### src/rtl/cic_pdm_decim_if.sv
// Stream bundle between the PDM front end, the CIC decimator and hb1.
// Latency: none, wires only.
// Backpressure: none; there is no ready, so the consumer must take every strobe.
interface cic_pdm_decim_if #(
    parameter int OUT_W = 16
);
    logic                    pdm_in;
    logic                    pdm_valid;
    logic signed [OUT_W-1:0] y_out;
    logic                    y_out_valid;

    // Upstream side: drives PDM bits and observes PCM samples.
    modport master (
        output pdm_in,
        output pdm_valid,
        input  y_out,
        input  y_out_valid
    );

    // Decimator side: consumes PDM bits and produces PCM samples.
    modport slave (
        input  pdm_in,
        input  pdm_valid,
        output y_out,
        output y_out_valid
    );
endinterface

### src/rtl/cic_pdm_decim.sv
// Nth-order CIC decimator: 1-bit PDM in, signed OUT_W-bit PCM out every R accepted bits.
// Latency: y_out_valid pulses 1 clk after the R-th accepted bit of each group.
// Backpressure: none; pdm_valid gaps stall every stage, and output strobes cannot be held off.
module cic_pdm_decim #(
    parameter int R     = 12,
    parameter int N     = 4,
    parameter int W     = 18,
    parameter int OUT_W = 16
) (
    input  logic            clk,
    input  logic            reset,
    cic_pdm_decim_if.slave  bus
);
    localparam int CW = (R > 1) ? $clog2(R) : 1;

    logic [CW-1:0]         cnt_q;
    logic                  strobe;
    logic signed [W-1:0]   x_map;
    logic signed [W-1:0]   integ_q    [N];
    logic signed [W-1:0]   integ_d    [N];
    logic signed [W-1:0]   comb_dly_q [N];
    logic signed [W-1:0]   comb_out   [N];
    logic signed [OUT_W-1:0] y_q;
    logic                  y_vld_q;

    // Decimation strobe fires on the accepted bit that closes a group of R.
    assign strobe = bus.pdm_valid && (cnt_q == CW'(R - 1));

    // Bit 1 -> +1, bit 0 -> -1, both as W-bit two's complement.
    assign x_map = bus.pdm_in ? W'(1) : {W{1'b1}};

    // Integrator next-state and comb differences; all arithmetic wraps modulo 2^W by design.
    always_comb begin
        integ_d[0] = integ_q[0] + x_map;
        for (int k = 1; k < N; k++) begin
            integ_d[k] = integ_q[k] + integ_q[k-1];
        end
        comb_out[0] = integ_d[N-1] - comb_dly_q[0];
        for (int k = 1; k < N; k++) begin
            comb_out[k] = comb_out[k-1] - comb_dly_q[k];
        end
    end

    // Integrators and the group counter advance only on accepted bits.
    always_ff @(posedge clk) begin
        if (reset) begin
            cnt_q <= '0;
            for (int k = 0; k < N; k++) begin
                integ_q[k] <= '0;
            end
        end else if (bus.pdm_valid) begin
            cnt_q <= strobe ? '0 : cnt_q + CW'(1);
            for (int k = 0; k < N; k++) begin
                integ_q[k] <= integ_d[k];
            end
        end
    end

    // Comb delays and the output register update at the decimated rate only.
    always_ff @(posedge clk) begin
        if (reset) begin
            y_q     <= '0;
            y_vld_q <= 1'b0;
            for (int k = 0; k < N; k++) begin
                comb_dly_q[k] <= '0;
            end
        end else begin
            y_vld_q <= strobe;
            if (strobe) begin
                comb_dly_q[0] <= integ_d[N-1];
                for (int k = 1; k < N; k++) begin
                    comb_dly_q[k] <= comb_out[k-1];
                end
                // Gain R^N fits in OUT_W signed for the intended configuration, so plain truncation.
                y_q <= comb_out[N-1][OUT_W-1:0];
            end
        end
    end

    assign bus.y_out       = y_q;
    assign bus.y_out_valid = y_vld_q;
endmodule

### src/flat_wrapper.sv
// flat-port wrapper written by rule: the top's interface ports become plain ports
module cic_pdm_decim_flat 
#(
    parameter int R     = 12,
    parameter int N     = 4,
    parameter int W     = 18,
    parameter int OUT_W = 16
)
  (clk, reset, bus_pdm_in, bus_pdm_valid, bus_y_out, bus_y_out_valid);
  cic_pdm_decim_if #(.OUT_W(OUT_W)) bus_i ();
  input  logic clk;
  input  logic reset;
  input wire logic [$bits(bus_i.pdm_in)-1:0] bus_pdm_in;
  input wire logic [$bits(bus_i.pdm_valid)-1:0] bus_pdm_valid;
  output wire logic [$bits(bus_i.y_out)-1:0] bus_y_out;
  output wire logic [$bits(bus_i.y_out_valid)-1:0] bus_y_out_valid;
  assign bus_i.pdm_in = bus_pdm_in;
  assign bus_i.pdm_valid = bus_pdm_valid;
  assign bus_y_out = bus_i.y_out;
  assign bus_y_out_valid = bus_i.y_out_valid;
  cic_pdm_decim #(.R(R), .N(N), .W(W), .OUT_W(OUT_W)) u_core (.clk(clk), .reset(reset), .bus(bus_i));
endmodule
### config.mk
export PLATFORM = sky130hd
export DESIGN_NAME = cic_pdm_decim_flat
export DESIGN_NICKNAME = d
export VERILOG_FILES = /design/src/rtl/cic_pdm_decim_if.sv /design/src/rtl/cic_pdm_decim.sv /design/src/flat_wrapper.sv
export SDC_FILE = /design/constraint.sdc
export NUM_CORES = 1
export LEC_CHECK = 0
export ABC_CLOCK_PERIOD_IN_PS = 8170
export CORE_UTILIZATION = 40
export DETAILED_ROUTE_END_ITERATION = 12
export GPL_TIMING_DRIVEN = 0
export MAX_ROUTING_LAYER = met4
export PLACE_DENSITY = 0.56
export SETUP_SLACK_MARGIN = 0.02
export SYNTH_ARGS = -nofsm -noshare
export SYNTH_HDL_FRONTEND = slang
export SYNTH_SLANG_ARGS = --single-unit
### constraint.sdc
create_clock -name clk -period 8.17 [get_ports clk]
set_clock_uncertainty 0.05 [all_clocks]
set_input_delay 1.634 -clock clk [delete_from_list [all_inputs] [get_ports clk]]
set_output_delay 1.634 -clock clk [all_outputs]
set_load 0.005 [all_outputs]
==> impl_summary.txt <==
----------------------------------------------------
[Clock network]
  Number of levels the H-tree was split into ... 4
  Clock root buffer ... sky130_fd_sc_hd__clkbuf_16
  Worst skew pair latency ... 440 ps
  Clock sink total ... approximately 150
  Number of gates resized after cts ... 0
  Hold bufs inserted after CTS ... 0
  Clock tree from TritonCTS ... done
  Deepest clock path buffer count ... 2
  Post-CTS Setup Bufs ... 0
  Number of buffers created by CTS ... 17
  Clock transition at path regs ... around 70 ps

[Routing]
  Routed length on met1 ... 9810 um
  Number of nets still failing antenna checks after routing ... 0
  Routed wire length per instance ... 14.2 um
  Via Count ... between 7k and 8k
  Starting DRT DRC Count ... about 280
  Sum of met3 wire segment lengths after detailed routing ... approximately 320 um
  WL met2 ... between 10000 and 15000 um
  Pre-antenna DRT Iters ... 4
  Top layer reached by signal wires ... met4
  Number of remaining DRC errors ... 0
  Final routed wirelength across all metal layers ... 21100 um
  Via density ... 5.10

[Timing]
  Maximum achievable frequency ... roughly 0.13 GHz
  Final hold violation count ... 0
  RSZ-0062 raised after global routing ... no
  Post-Route Setup TNS ... 0 ps
  Final number of setup-violating endpoints ... 0
  Worst Max-Slew Pin Slew ... 863 ps
  Slew Limit Fails ... 0
  Worst slew margin relative to its limit ... a little over two fifths
  Final period demand of the worst path ... between 7000 and 8000 ps
  Worst hold slack across all endpoints ... approximately 400 ps
  Period utilisation layout ... 92.9%

[Die]
  Site Rows ... ~60
  Effective utilization at floorplan ... about two fifths
  Die area ... approximately 0.027 mm2
  Total core area ... ~0.026 mm2
  Die X-Extent ... 165 um
  Die height ... between 150 and 200 um
  Ports ... 21

[Global routing]
  Total GRT Usage ... ~17%
  Vias in the first global route ... about 7.3k
  Wire length of the first global-routing pass ... approximately 35000 um
  Maximum number of pins on one net before global-route repair ... between 60 and 70
  Total congestion overflow ... 0
  Antenna violations before repair ... 0

[Yosys]
  Distinct cell type count of the synthesized netlist ... 64
  Share of synthesized flip-flops with an asynchronous set or reset ... 0%
  Synth top cells by count ... sky130_fd_sc_hd__edfxtp_1, sky130_fd_sc_hd__nor2_1, sky130_fd_sc_hd__ha_1
  Number of warning messages in the yosys log ... 0
  Number of standard cells after synthesis ... 1102
  Area share of the largest cell type after synthesis ... roughly 36%
  Net Count, Synth ... approximately 1.2k
  Number of enable flip-flop cells after synthesis ... roughly 130
  Ranking of synthesized cells by area ... sky130_fd_sc_hd__edfxtp_1, sky130_fd_sc_hd__ha_1, sky130_fd_sc_hd__xnor2_1
  Mean area per synthesized cell ... between 9 and 10 um2
  Most used flip-flop cell after synthesis ... sky130_fd_sc_hd__edfxtp_1
  Seq cells post-synth ... 149
  Library cell with the largest summed area after synthesis ... sky130_fd_sc_hd__edfxtp_1
  Sequential cell area fraction in the yosys report ... 40.2%
  Mapped cell area ... about 0.011 mm2

[Placement]
  Input/output buffers ... 19
  Placer's final routability congestion estimate ... between 0.8 and 0.9
  Cell area after placement ... roughly 0.011 mm2
  DP Wirelength ... 16000 um
  # placed instances ... around 1.5k

[Critical path]
  Maximum net fanout on the critical path ... 6
  Family of cells with the greatest summed delay on the critical path ... compound AO/OA/AOI/OAI gates
  Critical path launch point type ... flip-flop
  Crit path capture type ... flip-flop
  Crit Path Class ... reg -> reg
  Number of buffer and inverter instances along the worst setup path ... 2
  Required time at the endpoint of the critical path ... between 8000 and 9000 ps
  Slowest cell on the critical path ... sky130_fd_sc_hd__fa_1
  CP arrival ... between 7000 and 8000 ps
  Critical Path Most Common Cell ... sky130_fd_sc_hd__ha_1
  Largest incremental delay on the critical path ... roughly 400 ps

[Layout]
  Number of antenna diodes ... 0
  Area growth from synthesis to final layout ... 12.0%
  Non-filler cells, final ... around 1.5k
  Total of fill cells in the finished design ... around 2.5k
  Fraction of final layout cells sized beyond drive strength 1 ... approximately 4.2%
  Post-route standard cell area excluding fillers ... 0.0119 mm2
  Final Net Count ... around 1.3k

[Status]
  Outcome ... finished clean

[Flow run]
  Maximum Capacitance Violations ... 0

[Worst hold path]
  Class of the most critical hold timing path ... reg -> reg

----------------------------------------------------
flip-flops by register name (all words and copies together) (netlist names):
signal                  cells
u_core.comb_dly_q          64
u_core.bus.y_out           16
u_core.integ_q             64
u_core.cnt_q                4
u_core.bus.y_out_valid      1
cell usage in the layout, fill, tap and decap left out, drive strengths merged, types with 32 or more instances in the layout:
cell,n
xnor2,62
inv,120
ha,120
a21oi,79
edfxtp,128
nor3,32
nor2,128
nand2,55
and2,41
clkbuf,34
a21o,33
o21ai,53
routing by layer:
layer | GRT usage (%) | up-vias
met5 | - | -
met4 | 5.30 | 0
met3 | 2.49 | 22
met2 | 30.5 | 42
met1 | 19.7 | 3577
li1 | - | 3960
stage by stage:
| stage | utilization [%] | setup slack (ps) |
|---|---|---|
| finish | 45.6 | 578 |
| global route | 45.6 | 22.7 |
| CTS | 45.6 | 348 |
| detailed placement | 43.2 | 382 |
| global placement | 43.0 | 477 |
| floorplan | - | 1480 |
worst reg2reg max path, delay by kind of cell, from the launching register on:
kind	cells	cell delay, ps
AO/OA/AOI/OAI	15	3050
XOR/XNOR	3	540
adder cells (fa/ha/maj)	6	1960
buffers and inverters	2	150
flip-flops	1	380
AND/OR/NAND/NOR	8	1350
final timing paths:
path                              from              endpoint  slack [ps]  cells past startpoint
setup reg to reg  u_core.integ_q[2][0]  u_core.bus.y_out[15]         580                     34
hold reg to reg   u_core.bus.y_out[14]  u_core.bus.y_out[14]         400                      2
hold / removal    u_core.bus.y_out[14]  u_core.bus.y_out[14]         400                      2
setup / recovery  u_core.integ_q[2][0]  u_core.bus.y_out[15]         580                     34
cells by family after synthesis:
family / synth area share [%]
flip-flops: 40.2
adder cells (fa/ha/maj): 15.7
multiplexers: 0.566
buffers and inverters: 4.78
AO/OA/AOI/OAI: 15.2
XOR/XNOR: 8.04
AND/OR/NAND/NOR: 15.6
layout make-up:
cell class / count / area, um2 / share of cell area (%)
Multi-Input combinational cell: 818 / 5840 / 49.2
Sequential cell: 149 / 4260 / 35.9
Inverter: 116 / 438 / 3.69
Clock buffer: 17 / 425 / 3.58
Tap cell: 335 / 419 / 3.53
Timing Repair Buffer: 20 / 218 / 1.83
Clock inverter: 15 / 203 / 1.71
Buffer: 19 / 71.3 / 0.600
Power is left out: the tool's default activity adds up to more than one toggle a clock period on the data nets, which glitch-free logic cannot reach.
